--- src/rtl/alu_sched_if.sv ---
// Request/response bundle between the two ALU requesters, the consumer and alu_sched.
interface alu_sched_if #(
    parameter int CNT_W = 8
);
    logic             req0_valid;
    logic             req0_ready;
    logic [6:0]       req0_a;
    logic [6:0]       req0_b;
    logic [2:0]       req0_op;

    logic             req1_valid;
    logic             req1_ready;
    logic [6:0]       req1_a;
    logic [6:0]       req1_b;
    logic [2:0]       req1_op;

    logic             rsp_valid;
    logic             rsp_ready;
    logic             rsp_id;
    logic [6:0]       rsp_result;
    logic [3:0]       rsp_flags;
    logic             rsp_err;

    logic [CNT_W-1:0] cnt0;
    logic [CNT_W-1:0] cnt1;

    modport slave (
        input  req0_valid, req0_a, req0_b, req0_op,
        input  req1_valid, req1_a, req1_b, req1_op,
        input  rsp_ready,
        output req0_ready, req1_ready,
        output rsp_valid, rsp_id, rsp_result, rsp_flags, rsp_err,
        output cnt0, cnt1
    );

    modport master (
        output req0_valid, req0_a, req0_b, req0_op,
        output req1_valid, req1_a, req1_b, req1_op,
        output rsp_ready,
        input  req0_ready, req1_ready,
        input  rsp_valid, rsp_id, rsp_result, rsp_flags, rsp_err,
        input  cnt0, cnt1
    );
endinterface

--- src/rtl/alu_sched.sv ---
// Round-robin scheduler sharing one 7-bit ALU between two requesters.
// Accept -> EXEC -> registered RESP (3 cycles/op); RESP holds until rsp_ready, no new accepts meanwhile.

module alu_sched_alu (
    input  logic [6:0] a_i,
    input  logic [6:0] b_i,
    input  logic [2:0] op_i,
    output logic [6:0] result_o,
    output logic [3:0] flags_o,
    output logic       err_o
);
    logic [6:0] b_eff;
    logic [7:0] sum;
    logic       carry;
    logic       ovf;

    // Sub reuses the adder as A + ~B + 1, so carry-out means "no borrow".
    assign b_eff = op_i[0] ? ~b_i : b_i;
    assign sum   = {1'b0, a_i} + {1'b0, b_eff} + {7'd0, op_i[0]};

    always_comb begin
        result_o = 7'd0;
        carry    = 1'b0;
        ovf      = 1'b0;
        err_o    = 1'b0;
        case (op_i)
            3'b000, 3'b001: begin
                result_o = sum[6:0];
                carry    = sum[7];
                ovf      = (a_i[6] == b_eff[6]) && (sum[6] != a_i[6]);
            end
            3'b010:  result_o = a_i & b_i;
            3'b011:  result_o = a_i | b_i;
            3'b100:  result_o = {b_i[5:0], 1'b0};
            3'b101:  result_o = {1'b0, b_i[6:1]};
            default: err_o    = 1'b1;
        endcase
    end

    assign flags_o = {carry, ovf, (result_o == 7'd0), result_o[6]};
endmodule

module alu_sched #(
    parameter int CNT_W = 8
) (
    input  logic      clk,
    input  logic      rst,
    alu_sched_if.slave bus
);
    typedef enum logic [1:0] {
        IDLE = 2'd0,
        EXEC = 2'd1,
        RESP = 2'd2
    } state_t;

    localparam logic [CNT_W-1:0] CNT_ONE = {{(CNT_W-1){1'b0}}, 1'b1};

    state_t           state_q, state_d;
    logic             last_q, last_d;
    logic [6:0]       a_q, a_d;
    logic [6:0]       b_q, b_d;
    logic [2:0]       op_q, op_d;
    logic             id_q, id_d;

    logic             rsp_id_q, rsp_id_d;
    logic [6:0]       rsp_result_q, rsp_result_d;
    logic [3:0]       rsp_flags_q, rsp_flags_d;
    logic             rsp_err_q, rsp_err_d;
    logic [CNT_W-1:0] cnt0_q, cnt0_d;
    logic [CNT_W-1:0] cnt1_q, cnt1_d;

    logic             grant;
    logic             req0_rdy;
    logic             req1_rdy;
    logic [6:0]       alu_result;
    logic [3:0]       alu_flags;
    logic             alu_err;

    alu_sched_alu u_alu (
        .a_i      (a_q),
        .b_i      (b_q),
        .op_i     (op_q),
        .result_o (alu_result),
        .flags_o  (alu_flags),
        .err_o    (alu_err)
    );

    // Under contention the requester that did not win last time gets the slot.
    always_comb begin
        grant = 1'b0;
        if (bus.req0_valid && bus.req1_valid) begin
            grant = ~last_q;
        end else if (bus.req1_valid) begin
            grant = 1'b1;
        end
    end

    always_comb begin
        state_d      = state_q;
        last_d       = last_q;
        a_d          = a_q;
        b_d          = b_q;
        op_d         = op_q;
        id_d         = id_q;
        rsp_id_d     = rsp_id_q;
        rsp_result_d = rsp_result_q;
        rsp_flags_d  = rsp_flags_q;
        rsp_err_d    = rsp_err_q;
        cnt0_d       = cnt0_q;
        cnt1_d       = cnt1_q;
        req0_rdy     = 1'b0;
        req1_rdy     = 1'b0;

        case (state_q)
            IDLE: begin
                req0_rdy = !rst && !grant;
                req1_rdy = !rst && grant;
                if (bus.req0_valid && req0_rdy) begin
                    a_d     = bus.req0_a;
                    b_d     = bus.req0_b;
                    op_d    = bus.req0_op;
                    id_d    = 1'b0;
                    last_d  = 1'b0;
                    state_d = EXEC;
                end else if (bus.req1_valid && req1_rdy) begin
                    a_d     = bus.req1_a;
                    b_d     = bus.req1_b;
                    op_d    = bus.req1_op;
                    id_d    = 1'b1;
                    last_d  = 1'b1;
                    state_d = EXEC;
                end
            end
            EXEC: begin
                rsp_id_d     = id_q;
                rsp_result_d = alu_result;
                rsp_flags_d  = alu_flags;
                rsp_err_d    = alu_err;
                state_d      = RESP;
            end
            RESP: begin
                if (bus.rsp_ready) begin
                    if (!rsp_id_q && (cnt0_q != {CNT_W{1'b1}})) begin
                        cnt0_d = cnt0_q + CNT_ONE;
                    end
                    if (rsp_id_q && (cnt1_q != {CNT_W{1'b1}})) begin
                        cnt1_d = cnt1_q + CNT_ONE;
                    end
                    state_d = IDLE;
                end
            end
            default: state_d = IDLE;
        endcase
    end

    always_ff @(posedge clk or posedge rst) begin
        if (rst) begin
            state_q      <= IDLE;
            last_q       <= 1'b1;
            a_q          <= 7'd0;
            b_q          <= 7'd0;
            op_q         <= 3'd0;
            id_q         <= 1'b0;
            rsp_id_q     <= 1'b0;
            rsp_result_q <= 7'd0;
            rsp_flags_q  <= 4'd0;
            rsp_err_q    <= 1'b0;
            cnt0_q       <= '0;
            cnt1_q       <= '0;
        end else begin
            state_q      <= state_d;
            last_q       <= last_d;
            a_q          <= a_d;
            b_q          <= b_d;
            op_q         <= op_d;
            id_q         <= id_d;
            rsp_id_q     <= rsp_id_d;
            rsp_result_q <= rsp_result_d;
            rsp_flags_q  <= rsp_flags_d;
            rsp_err_q    <= rsp_err_d;
            cnt0_q       <= cnt0_d;
            cnt1_q       <= cnt1_d;
        end
    end

    assign bus.req0_ready = req0_rdy;
    assign bus.req1_ready = req1_rdy;
    assign bus.rsp_valid  = (state_q == RESP);
    assign bus.rsp_id     = rsp_id_q;
    assign bus.rsp_result = rsp_result_q;
    assign bus.rsp_flags  = rsp_flags_q;
    assign bus.rsp_err    = rsp_err_q;
    assign bus.cnt0       = cnt0_q;
    assign bus.cnt1       = cnt1_q;
endmodule
--- src/flat_wrapper.sv ---
// flat-port wrapper written by rule: the top's interface ports become plain ports
module alu_sched_flat 
#(
    parameter int CNT_W = 8
)
  (clk, rst, bus_req0_valid, bus_req0_a, bus_req0_b, bus_req0_op, bus_req1_valid, bus_req1_a, bus_req1_b, bus_req1_op, bus_rsp_ready, bus_req0_ready, bus_req1_ready, bus_rsp_valid, bus_rsp_id, bus_rsp_result, bus_rsp_flags, bus_rsp_err, bus_cnt0, bus_cnt1);
  alu_sched_if #(.CNT_W(CNT_W)) bus_i ();
  input  logic clk;
  input  logic rst;
  input wire logic [$bits(bus_i.req0_valid)-1:0] bus_req0_valid;
  input wire logic [$bits(bus_i.req0_a)-1:0] bus_req0_a;
  input wire logic [$bits(bus_i.req0_b)-1:0] bus_req0_b;
  input wire logic [$bits(bus_i.req0_op)-1:0] bus_req0_op;
  input wire logic [$bits(bus_i.req1_valid)-1:0] bus_req1_valid;
  input wire logic [$bits(bus_i.req1_a)-1:0] bus_req1_a;
  input wire logic [$bits(bus_i.req1_b)-1:0] bus_req1_b;
  input wire logic [$bits(bus_i.req1_op)-1:0] bus_req1_op;
  input wire logic [$bits(bus_i.rsp_ready)-1:0] bus_rsp_ready;
  output wire logic [$bits(bus_i.req0_ready)-1:0] bus_req0_ready;
  output wire logic [$bits(bus_i.req1_ready)-1:0] bus_req1_ready;
  output wire logic [$bits(bus_i.rsp_valid)-1:0] bus_rsp_valid;
  output wire logic [$bits(bus_i.rsp_id)-1:0] bus_rsp_id;
  output wire logic [$bits(bus_i.rsp_result)-1:0] bus_rsp_result;
  output wire logic [$bits(bus_i.rsp_flags)-1:0] bus_rsp_flags;
  output wire logic [$bits(bus_i.rsp_err)-1:0] bus_rsp_err;
  output wire logic [$bits(bus_i.cnt0)-1:0] bus_cnt0;
  output wire logic [$bits(bus_i.cnt1)-1:0] bus_cnt1;
  assign bus_i.req0_valid = bus_req0_valid;
  assign bus_i.req0_a = bus_req0_a;
  assign bus_i.req0_b = bus_req0_b;
  assign bus_i.req0_op = bus_req0_op;
  assign bus_i.req1_valid = bus_req1_valid;
  assign bus_i.req1_a = bus_req1_a;
  assign bus_i.req1_b = bus_req1_b;
  assign bus_i.req1_op = bus_req1_op;
  assign bus_i.rsp_ready = bus_rsp_ready;
  assign bus_req0_ready = bus_i.req0_ready;
  assign bus_req1_ready = bus_i.req1_ready;
  assign bus_rsp_valid = bus_i.rsp_valid;
  assign bus_rsp_id = bus_i.rsp_id;
  assign bus_rsp_result = bus_i.rsp_result;
  assign bus_rsp_flags = bus_i.rsp_flags;
  assign bus_rsp_err = bus_i.rsp_err;
  assign bus_cnt0 = bus_i.cnt0;
  assign bus_cnt1 = bus_i.cnt1;
  alu_sched #(.CNT_W(CNT_W)) u_core (.clk(clk), .rst(rst), .bus(bus_i));
endmodule
--- config.mk ---
export PLATFORM = sky130hd
export DESIGN_NAME = alu_sched_flat
export DESIGN_NICKNAME = d
export VERILOG_FILES = /design/src/rtl/alu_sched_if.sv /design/src/rtl/alu_sched.sv /design/src/flat_wrapper.sv
export SDC_FILE = /design/constraint.sdc
export NUM_CORES = 1
export LEC_CHECK = 0
export ABC_AREA = 1
export CORE_UTILIZATION = 45
export DETAILED_ROUTE_END_ITERATION = 16
export DONT_BUFFER_PORTS = 1
export PLACE_DENSITY = 0.69
export SYNTH_ARGS = -nofsm -noshare
export SYNTH_HDL_FRONTEND = slang
export SYNTH_SLANG_ARGS = --single-unit
--- constraint.sdc ---
create_clock -name clk -period 4.8 [get_ports clk]
set_input_delay 0.72 -clock clk [delete_from_list [all_inputs] [get_ports clk]]
set_output_delay 0.72 -clock clk [all_outputs]
set_load 0.005 [all_outputs]
# Word level (Yosys, flattened, before mapping)
# Index checks and enable logic that the tools add are counted.
[classes]
n_eq_ne = 13
n_div = 0
mux = 21
shift = 0
mul = 0
addsub = 4
n_reduce_logical = 21
magnitude_cmp = 0
bitwise = 4
[op_table]
columns = ["cell", "n"]
rows = [
  ["two-way mux 7 bit", 5],
  ["case mux 7 bit (5 select lines)", 1],
  ["adder 8 x 1 -> 8 bit, second input constant", 2],
  ["inequality test 8 bit, second input constant", 2],
  ["two-way mux 1 bit", 9],
  ["adder 7 x 7 -> 8 bit", 1],
  ["adder 8 x 1 -> 8 bit", 1],
  ["logical AND 1 bit", 8],
  ["AND 7 bit", 1],
  ["logical NOT 7 bit", 1],
  ["inverter 7 bit", 1],
  ["bitwise OR 7 bit", 1],
  ["equality test 3 x 2 -> 1 bit, second input constant", 2],
  ["equality test 3 bit, second input constant", 2],
  ["two-way mux 2 bit", 3],
  ["two-way mux 3 bit", 2],
  ["case mux 2 bit (3 select lines)", 1],
  ["AND reduction 3 bit", 2],
  ["OR reduction 6 bit", 1],
  ["AND reduction 2 bit", 2],
  ["equality test 3 x 1 -> 1 bit, second input constant", 1],
  ["logical NOT 1 bit", 3],
  ["logical NOT 3 bit", 1],
  ["inequality test 3 x 1 -> 1 bit, second input constant", 1],
  ["9 further kinds", 9],
]
[word_totals]
ramBits = 0
rom_bits = 0
latchBits = 0
in_bits = 39
regBits = 50
memories = 0
out_inout_bits = 32
word_cells = 75

# Depth between registers and ports, before layout
[depth]
depth_word = 7
mapped_depth = 15
ltp_nobuf = 15

# Hierarchy
# A second synthesis with hierarchy kept.
[unflattened]
cells_unflattened = 496
area_unflattened_um2 = 3387.0
[by_module_without_submodules]
columns = ["module", "cells_per_inst", "n_inst", "seq_area_each_um2", "area_each_um2"]
rows = [
  ["alu_sched", 323, 1, 1252.5, 2543.7],
  ["alu_sched_alu", 173, 1, 0.0, 843.3],
]

# Least setup slack after synthesis
# Ideal clock, no wire load.
[synth_timing]
path_kind = "input-to-output"
from = "input rst"
to = "output bus_req1_ready"
required_time_ns = 4.080
setup_slack_ns = 1.617
t_arrival_ns = 2.463
n_path_buf = 0
cell_stages = 3
path_cell_list = "clkinv_1 -> nand2_1 -> nor2_1"
[synth_via]
elab_chain_len = 3
[synth_rtl]
columns = ["item", "line", "source"]
rows = [
  ["from (decl)", "flat_wrapper.sv:9", "input logic rst;"],
  ["logical NOT 1 bit", "alu_sched.sv:117", "req1_rdy = !rst && grant;"],
  ["logical AND 1 bit", "alu_sched.sv:117", ""],
  ["two-way mux 1 bit", "alu_sched.sv:114", "case (state_q)"],
  ["to (decl)", "flat_wrapper.sv:20", "output wire logic [$bits(bus_i.req1_ready)-1:0] bus_req1_ready;"],
]
# Every way passes these cells.

# Final worst setup path
[layout_timing]
from = "register u_core.op_q[0]"
to = "register u_core.rsp_flags_q[1], in the netlist u_core.bus.rsp_flags[1]"
[layout_via]
elab_chain_len = 5
elab_cells_between_ends = 12
cone_classes = "2 x add/sub; 5 x eq/ne; 2 x mux; 3 x reduce/logical"
[layout_rtl]
columns = ["item", "line", "source"]
rows = [
  ["from (decl)", "alu_sched.sv:62", "logic [2:0] op_q, op_d;"],
  ["from (signal assigned)", "alu_sched.sv:175", "op_q <= op_d;"],
  ["two-way mux 7 bit", "alu_sched.sv:18", "assign b_eff = op_i[0] ? ~b_i : b_i;"],
  ["adder 7 x 7 -> 8 bit", "alu_sched.sv:19", "assign sum = {1'b0, a_i} + {1'b0, b_eff} + {7'd0, op_i[0]};"],
  ["adder 8 x 1 -> 8 bit", "alu_sched.sv:19", ""],
  ["case mux 7 bit (5 select lines) (*)", "alu_sched.sv:26", "case (op_i)"],
  ["logical NOT 7 bit (*)", "alu_sched.sv:40", "assign flags_o = {carry, ovf, (result_o == 7'd0), result_o[6]};"],
  ["to (signal assigned)", "alu_sched.sv:179", "rsp_flags_q <= rsp_flags_d;"],
  ["to (decl)", "alu_sched.sv:67", "logic [3:0] rsp_flags_q, rsp_flags_d;"],
]
# Mark *: on every way between the ends. The rest lies on a longest branch, timed or not.
# A chain may end at the register's enable or synchronous reset.

==> qor.yml <==
global_routing:
  first_global_vias: 2370
  grt_remaining_overflow: 0
  grt_max_degree: 38
  grt_pass1_wl_um: 11060
  antenna_found_initial: 0
  track_usage_pct: 19.71
yosys:
  synth_seq_cells: 49
  synth_top_area_share_pct: 40.23
  yosys_warnings: 0
  ys_seq_area_share_pct: 41.11
  yosysTopAreaCell: "dfrtp_1"
  synth_cell_type_count: 34
  syn_avg_cell_area_um2: 7.501
  syn_inst: 398
  synth_nets: 446
  synthTopCellsByArea: "dfrtp_1, nand2_1, inv_1"
  netlist_area_mm2: 0.002985
clock_network:
  cts_hold_buf: 0
  post_cts_resize_count: 0
  clockRootBuffer: "clkbuf_8"
  cts_tree: "done"
  insertion_delay_ns: 0.30
  cts_buffer_depth: 2
  cts.sinks: 49
  h-tree-depth: 2
  clk_pin_slew_worst_paths_ns: 0.09
  cts_setup_buffers: 0
  cts-buffers-inserted: 5
sta:
  worst_pin_slew_ns: 0.6277
  setup_tns_ns: 0
  clock_skew_ns: 0.006933
  fmax_ghz: 0.4228
  rsz0062_at_grt: "no"
  period_share_pct: 49.28
  final-hold-violation-count: 0
  report.final.slew_viol_count: 0
  timing.slew.headroom_pct: 58.00
  period_needed_ns: 2.365
  finalSetupViolCount: 0
cells_and_area:
  mostFrequentLayoutCells: "nand2_1, inv_1, dfrtp_1"
  final-seq-area_mm2: 0.001227
  final_common_cell: "nand2_1"
  fillers: 635
  area_growth_pct: 4.610
  final_cell_count_no_fill: 475
  n_antenna_cell: 0
  finalNetCount: 445
  multi_input_area_mm2: 0.001460
  drive_above_1_share_pct: 5.276
die:
  core_area_mm2: 0.006386
  die_area_mm2: 0.006964
  initial_utilization_pct: 46.75
  rows: 29
  die_w_um: 83.45
  die_y_um: 83.45
  ios: 71
route:
  via_per_inst: 5.265
  finalWirelength_um: 6470
  route.detailed.drc: 0
  drt_pass1_iterations: 4
  drt.antenna.violating_nets: 0
  vias: 2501
  drt-initial-drc-count: 159
  wire_per_inst_um: 13.62
critical_path:
  crit_fanout: 15
  cp_data_required_time_ns: 4.99
  cp_data_arrival_time_ns: 2.56
  worstSetupPathType: "reg2reg"
  rrSetupSlack_ns: 2.43
  startpoint_type: "flop"
  worstSetupEndpointType: "flop"
pwr:
  cellLeakagePower_nw: 1.616
  peakVddDrop_v: 0.0003310
  power.density_mw_per_mm2: 690.5
worst_hold_path:
  hold_path.class: "in2async"
outcome:
  status: "finished, final reports clean"
place:
  routabilityCongestion: 1.004
  io_buffers: 0
  dp_cells: 467
  dp_hpwl_um: 5121
job:
  drv_cap: 0
logic make-up after synthesis:
kind of cell    after synthesis  share of synthesized area, %
compound gates               66                         14.42
simple gates                185                         25.78
buf+inv                      73                         9.975
fa+ha+maj                     9                         4.024
xor+xnor                     16                         4.694
flops                        49                         41.11
through the flow:
step	cell area (um^2)	util, %	hold WS (ns)	power, mW	worst slack [ns]
finish	3123	48.90	0.2939	2.157	2.435
global route	3123	48.90	0.3101	2.384	2.154
CTS	3123	48.90	0.2980	2.160	2.448
detailed placement	3035	47.53	0.4988	1.909	2.480
global placement	3035	47.53	0.4897	1.876	2.535
floorplan	2985	-	0.4726	1.645	1.617
final cells by class:
class	count	share of cell area, %
clock buffer	6	2.324
sequential	49	39.30
inverter	63	7.572
tap	77	3.085
multi-input combinational	276	46.75
timing repair buffer	2	0.4808
clock inverter	2	0.4808
sequential cells by signal (all words and copies together) (netlist names):
register,cells
u_core.bus.rsp_err,1
u_core.bus.cnt0,8
u_core.bus.rsp_result,6
u_core.b_q,7
u_core.last_q,1
u_core.op_q,3
u_core.a_q,7
u_core.state_q,2
u_core.bus.rsp_flags,4
u_core.bus.rsp_id,1
u_core.id_q,1
u_core.bus.cnt1,8
where the power goes:
part / internal (mW) / switching [mW]
sequential: 0.588 / 0.193
clock: 0.103 / 0.141
combinational: 0.416 / 0.715
worst paths after layout:
check,from,end,depth (start not counted)
max in group asynchronous,rst,u_core.bus.rsp_result[3]$_DFFE_PP0N_,2
hold / removal,rst,u_core.op_q[2]$_DFFE_PP0P_,1
setup / recovery,u_core.op_q[0]$_DFFE_PP0P_,u_core.bus.rsp_flags[1]$_DFFE_PP0N_,14
min in group clk,u_core.bus.rsp_result[5]$_DFFE_PP0N_,u_core.bus.rsp_result[5]$_DFFE_PP0N_,1
hold reg to reg,u_core.bus.rsp_result[5]$_DFFE_PP0N_,u_core.bus.rsp_result[5]$_DFFE_PP0N_,1
setup reg to reg,u_core.op_q[0]$_DFFE_PP0P_,u_core.bus.rsp_flags[1]$_DFFE_PP0N_,14
Yosys cell counts (all sizes together):
library cell and instances:
nand3 19, xor2 12, and2 2, nor3 6, nor4 2, ha 8, clkinv 1, nand2 114
a31oi 7, nor2 32, o22ai 1, fa 1, inv 62, o211ai 17, o21ai 28, nand3b 1
o31ai 1, clkbuf 3, nand4 9, a21o 2, buf 7, a21oi 10, dfrtp 48, xnor2 4
dfstp 1
per-layer routing:
metal  vias up  wire length, um  GRT usage, %  part of all wire, %
li1       1277                -             -                    -
met1      1132             3266         28.78                   50
met2        82             2730         29.28                   42
met3        10              361         4.649                  5.6
met4         0              111         5.547                  1.7
met5         -                0             0                    0
critical path: stages (launching register included):
cell     delay [ns]
dfrtp_1        0.56
inv_1          0.26
nand2_1        0.12
and2_1         0.18
fa_1           0.46
nand3_1        0.12
nand3_1        0.07
nand2_1        0.06
nand3_1        0.06
nand2_1        0.08
inv_1          0.04
nand3_1        0.08
nor2_1         0.04
nand3_1        0.05
nand2_1        0.05
(Power assumes the default switching activity.)
==> patch 1, RTL diff (config.mk and constraints unchanged) <==
`CNT_W` is set to 8 in 3 places; all go to 6.
--- a/src/rtl/alu_sched_if.sv
+++ b/src/rtl/alu_sched_if.sv
@@ -1,5 +1,5 @@
 // Request/response bundle between the two ALU requesters, the consumer and alu_sched.
 interface alu_sched_if #(
-    parameter int CNT_W = 8
+    parameter int CNT_W = 6
 );
     logic             req0_valid;
--- a/src/rtl/alu_sched.sv
+++ b/src/rtl/alu_sched.sv
@@ -42,5 +42,5 @@
 
 module alu_sched #(
-    parameter int CNT_W = 8
+    parameter int CNT_W = 6
 ) (
     input  logic      clk,
--- a/src/flat_wrapper.sv
+++ b/src/flat_wrapper.sv
@@ -2,5 +2,5 @@
 module alu_sched_flat 
 #(
-    parameter int CNT_W = 8
+    parameter int CNT_W = 6
 )
   (clk, rst, bus_req0_valid, bus_req0_a, bus_req0_b, bus_req0_op, bus_req1_valid, bus_req1_a, bus_req1_b, bus_req1_op, bus_rsp_ready, bus_req0_ready, bus_req1_ready, bus_rsp_valid, bus_rsp_id, bus_rsp_result, bus_rsp_flags, bus_rsp_err, bus_cnt0, bus_cnt1);
Ports: changed (resized bus_cnt0 and bus_cnt1); port bits go from 71 to 67. No check against the original RTL was run, so the function may have changed too.
==> patch 1 against the original RTL <==
  * Routed wire length shrank 10%
  * Design area shrank 7.9%
  * Utilization shrank 0.34 points
  * Synthesized cell count shrank 8.3%
  * Sequential share of layout area shrank 0.095 points
  * Sequential cell count shrank 4
  * Worst hold slack gained 0.20 ns
  * Setup slack gained 0.073 ns
  * Critical path depth shrank 2
  * Total power shrank 6.0%
  * Maximum frequency grew 3.2%
  * Synthesized area shrank 7.7%
  * Largest power group unchanged
==> patch 1: results (changes against the original RTL) <==
[route]
drt_pass1_iterations = 4  ; unchanged
routedWlPerCell_um = 13.3  ; -2.2%
dr_total_vias = 2285  ; -8.6%
drt_iter0_drc = 113  ; -29%

[cts]
worstSkewPairLatency_ns = 0.31
post_cts_resized = 0  ; unchanged
cts_made_buffers = 5  ; unchanged
cts_max_path_buffers = 2  ; unchanged
cts.clk_slew.worst_paths_ns = 0.10
root_buffer = clkbuf_8
htreeDepth = 2  ; unchanged
post_cts_buffers = 0  ; unchanged

[yosys]
synth_flop_cell = dfrtp_1
synthAdderAreaFrac_pct = 5.27  ; +1.2 points
ys_types = 33  ; -2.9%
synth_compound_area_share_pct = 10.9  ; -3.5 points
syn_nets = 415  ; -7.0%
yosys-mux-area-fraction_pct = 0.817  ; +0.82 points
ys_top_cells_by_count = nand2_1 (98), dfrtp_1 (44), inv_1 (44)
synth-seq-area-share_pct = 40.9  ; -0.22 points
synthTopCellsByArea = dfrtp_1 (40%), nand2_1 (13%), inv_1 (6.0%), nor2_1 (5.2%), nand4_1 (5.0%)
synthArstFlopShare_pct = 100  ; unchanged
synth_xor_area_share_pct = 3.18  ; -1.5 points
ys_warn_count = 0  ; unchanged

[grt]
grt-ovfl-total = 0  ; unchanged
grt_pass1_vias = 2080  ; -12%
grt_use_total_pct = 19.5  ; -0.25 points
grt_pass1_wl_um = 9790  ; -11%
antenna_found_initial = 0  ; unchanged
grt_max_degree = 64  ; +68%

[setup_path]
slowest_stage = dfrtp_1
reg2reg_depth = 12  ; -2
slowest_delay_ns = 0.54  ; -0.02 ns
cp.arrival_ns = 2.55  ; about the same
crit_path_end = u_core.bus.rsp_flags[1]$_DFFE_PP0N_
critPathMaxFanout = 15  ; unchanged
r2r_slack_ns = 2.51  ; +0.07 ns
startpoint = u_core.op_q[0]$_DFFE_PP0P_

[cells_and_area]
finalNetCount = 409  ; -8.1%
final_layout_size_suffix_gt1_share_pct = 7.22  ; +1.9 points
antenna_cells = 0  ; unchanged
reg_top3 = u_core.a_q x7, u_core.b_q x7
fillers = 555  ; -13%

[place]
finalWeightedCongestion = 0.872  ; -13%
hpwl_um = 4340  ; -15%
placed_cell_area_um2 = 2780  ; -8.4%
numPortBuffers = 0  ; unchanged

[sta]
max-slew-margin-rel_pct = 45.1  ; -13 points
setup_tns_ns = 0  ; unchanged
finClkSkew_ns = 0.0117  ; +0.00472 ns

[worst_hold_path]
worstHoldPathCells = 2
hp-class = register to register

[power]
p_int_mw = 1.04  ; -5.7%
max-vdd-ir-drop_v = 0.000300  ; -9.3%
leakage_nw = 1.43  ; -12%

[outcome]
status = completed

[patch 1: power by group through the flow]
stage                     combinational [mW]  sequential [mW]  clock, mW
after global placement                  1.00            0.744          0
after floorplan                        0.874            0.682          0
after global routing                    1.23            0.773      0.269
final                                   1.04            0.742      0.249
after CTS                               1.04            0.744      0.253
after detailed placement                1.03            0.751          0
[patch 1: cell type report]
cell class | instances | area [µm²] | area share (%)
multi-input combinational | 261 | 1380 | 48.1
clock inverter | 3 | 25.0 | 0.870
sequential | 45 | 1130 | 39.2
inverter | 45 | 169 | 5.87
clock buffer | 5 | 68.8 | 2.39
tap | 75 | 93.8 | 3.26
timing repair buffer | 1 | 7.51 | 0.261
[patch 1: per-layer routing]
layer  track usage [%]  routed length (µm)  vias up
met5                 0                   0        -
met4              5.89                  40        0
met3              4.55                 327        4
met2              28.9                2640       72
met1              27.9                2790     1026
li1                  -                   -     1183
[patch 1: through the flow]
step                      cells  setup slack (ns)
final                       435              2.51
after global routing        435              2.23
after CTS                   435              2.50
after detailed placement    427              2.39
after global placement      427              2.56
after floorplan             365              2.72
[patch 1: worst min-delay path by stage]
stage / startpoint / endpoint / slack, ns
after floorplan: u_core.last_q$_DFFE_PP1P_ / u_core.last_q$_DFFE_PP1P_ / 0.46
after global placement: u_core.last_q$_DFFE_PP1P_ / u_core.last_q$_DFFE_PP1P_ / 0.49
after detailed placement: u_core.last_q$_DFFE_PP1P_ / u_core.last_q$_DFFE_PP1P_ / 0.48
after CTS: u_core.last_q$_DFFE_PP1P_ / u_core.last_q$_DFFE_PP1P_ / 0.50
after global routing: bus_req1_op[1] / u_core.op_q[1]$_DFFE_PP0P_ / 0.55
final: u_core.last_q$_DFFE_PP1P_ / u_core.last_q$_DFFE_PP1P_ / 0.50
[patch 1: critical path: cells and delay by family (launching register included)]
kind | cells | cell delay (ns)
simple gates | 10 | 1.10
buf+inv | 1 | 0.26
fa+ha+maj | 1 | 0.35
flops | 1 | 0.54
[patch 1: cell families (layout without fill, tap and decap cells)]
family	after synthesis	in the layout
DFF	45	45
muxes	2	2
and+or+nand+nor	187	187
xor gates and xnor gates	10	10
adders and majority gates	11	11
AOI/OAI and AO/OA	51	51
buffers and inverters	59	54
==> patch 2, RTL diff (config.mk and constraints unchanged) <==
Made on the original files. The 3 states of `state_t` get a one-hot encoding in 3 bits.
--- a/src/rtl/alu_sched.sv
+++ b/src/rtl/alu_sched.sv
@@ -48,8 +48,8 @@
     alu_sched_if.slave bus
 );
-    typedef enum logic [1:0] {
-        IDLE = 2'd0,
-        EXEC = 2'd1,
-        RESP = 2'd2
+    typedef enum logic [2:0] {
+        IDLE = 3'b001,
+        EXEC = 3'b010,
+        RESP = 3'b100
     } state_t;
 
Behaviour: same outputs for any inputs over 10 cycles, from zero or initial values and one cycle with rst high; not proved beyond that.
==> patch 2 against the original RTL <==
  * The flow now finishes with violations (DRC)
  * Setup slack worse by 0.17 ns
  * Worst hold slack improved by 0.15 ns
  * Sequential cell count grew 1
  * Synthesized area rose by 3.0%
  * Total power fell by 3.4%
  * Routed wire length down 1.3%
  * Design area grew 1.8%
  * Critical endpoint is now bus_req1_ready
==> patch 2: results (changes against the original RTL) <==
[place]
placed_cell_area_um2 = 3090  ; +1.9%
finalWeightedCongestion = 0.857  ; -15%
hpwl_um = 4900  ; -4.4%
numPortBuffers = 0  ; unchanged
dp.cells = 474  ; +1.5%
post-place-ws_ns = 2.17  ; -0.312 ns

[power]
p_comb_mw = 1.06  ; -6%
power.switching_mw = 1.01  ; -3.7%
powerSeq_uw = 776  ; -0.6%
max-vdd-ir-drop_v = 0.000317  ; -4.2%
leakage_nw = 1.62  ; +0.23%

[setup_path]
slowest_stage = buf_4
reg2reg_depth = 15  ; +1
critPathMaxFanout = 51  ; +36
crit_path_end = bus_req1_ready
cp.arrival_ns = 1.82  ; -0.74 ns
r2r_slack_ns = 2.48  ; +0.05 ns
slowest_delay_ns = 0.49  ; -0.07 ns

[route]
routed_via_density = 5.22  ; -0.94%
finalWirelength_um = 6390  ; -1.3%
wl_met1_um = 3130  ; -4.1%
drcViolationCount = 3  ; +3
drt_iter0_drc = 127  ; -20%
dr_total_vias = 2514  ; +0.52%
drt_pass1_iterations = 11  ; +7
wl_met2_um = 2810  ; +3.0%
wl_met3_um = 397  ; +10%

[sta]
whs_ns = 0.445  ; +0.151 ns
tightest_slew_ns = 0.632  ; +0.00398 ns
finClkSkew_ns = 0.00983  ; +0.00290 ns
worst_slack_ns = 2.26  ; -0.175 ns

[yosys]
netlist_instances = 408  ; +2.5%
synth_xor_area_share_pct = 4.56  ; -0.14 points
syn_nets = 456  ; +2.2%
ys_types = 36  ; +5.9%
synth_compound_area_share_pct = 9.56  ; -4.9 points
yosys-mux-area-fraction_pct = 0.977  ; +0.98 points
ys_top_cells_by_count = nand2_1 (113), inv_1 (49), dfrtp_1 (48)
synthTopCellsByArea = dfrtp_1 (39%), nand2_1 (14%), inv_1 (6.0%), nor2_1 (5.7%), a31oi_1 (3.7%)
synth-seq-area-share_pct = 40.8  ; -0.33 points

[grt]
grt_max_degree = 52  ; +37%
grt_pass1_wl_um = 11000  ; -0.18%
grt_pass1_vias = 2362  ; -0.34%
antenna_found_initial = 0  ; unchanged
use_met1_pct = 26.9  ; -1.9 points
grt_use_total_pct = 19.2  ; -0.54 points
grtUsageMet2_pct = 29.9  ; +0.65 points
use_met3_pct = 4.82  ; +0.17 points

[cells_and_area]
finalNetCount = 452  ; +1.6%
final_layout_size_suffix_gt1_share_pct = 9.63  ; +4.4 points

[outcome]
status = finished, violations left
violations = DRC

[cts]
htreeDepth = 2  ; unchanged

[patch 2: changes by cell type in the layout (fill, tap and decap cells not counted), moves of 7 or more]
cell,change
o21ai_1,+7
o211ai_1,-10
inv_1,-13
a31oi_1,+11
inv_2,+11
o21ai_0,-13
nor2_1,+16
[patch 2: cell families after synthesis]
kind of cell / count (synthesis)
flops: 50
fa+ha+maj: 9
xor+xnor: 16
buf+inv: 73
compound gates: 50
mux: 2
simple gates: 208
[patch 2: area by class of cell]
type	instances	area, µm²
Inverter	61	229
Timing Repair Buffer	1	7.51
Multi-Input combinational cell	285	1510
Clock buffer	6	72.6
Tap cell	77	96.3
Sequential cell	50	1250
Clock inverter	2	13.8
Fill cell	648	3280
[patch 2: critical path, delay by kind of cell]
family | cells | cell delay, ns
buf+inv | 2 | 0.51
simple gates | 3 | 0.58
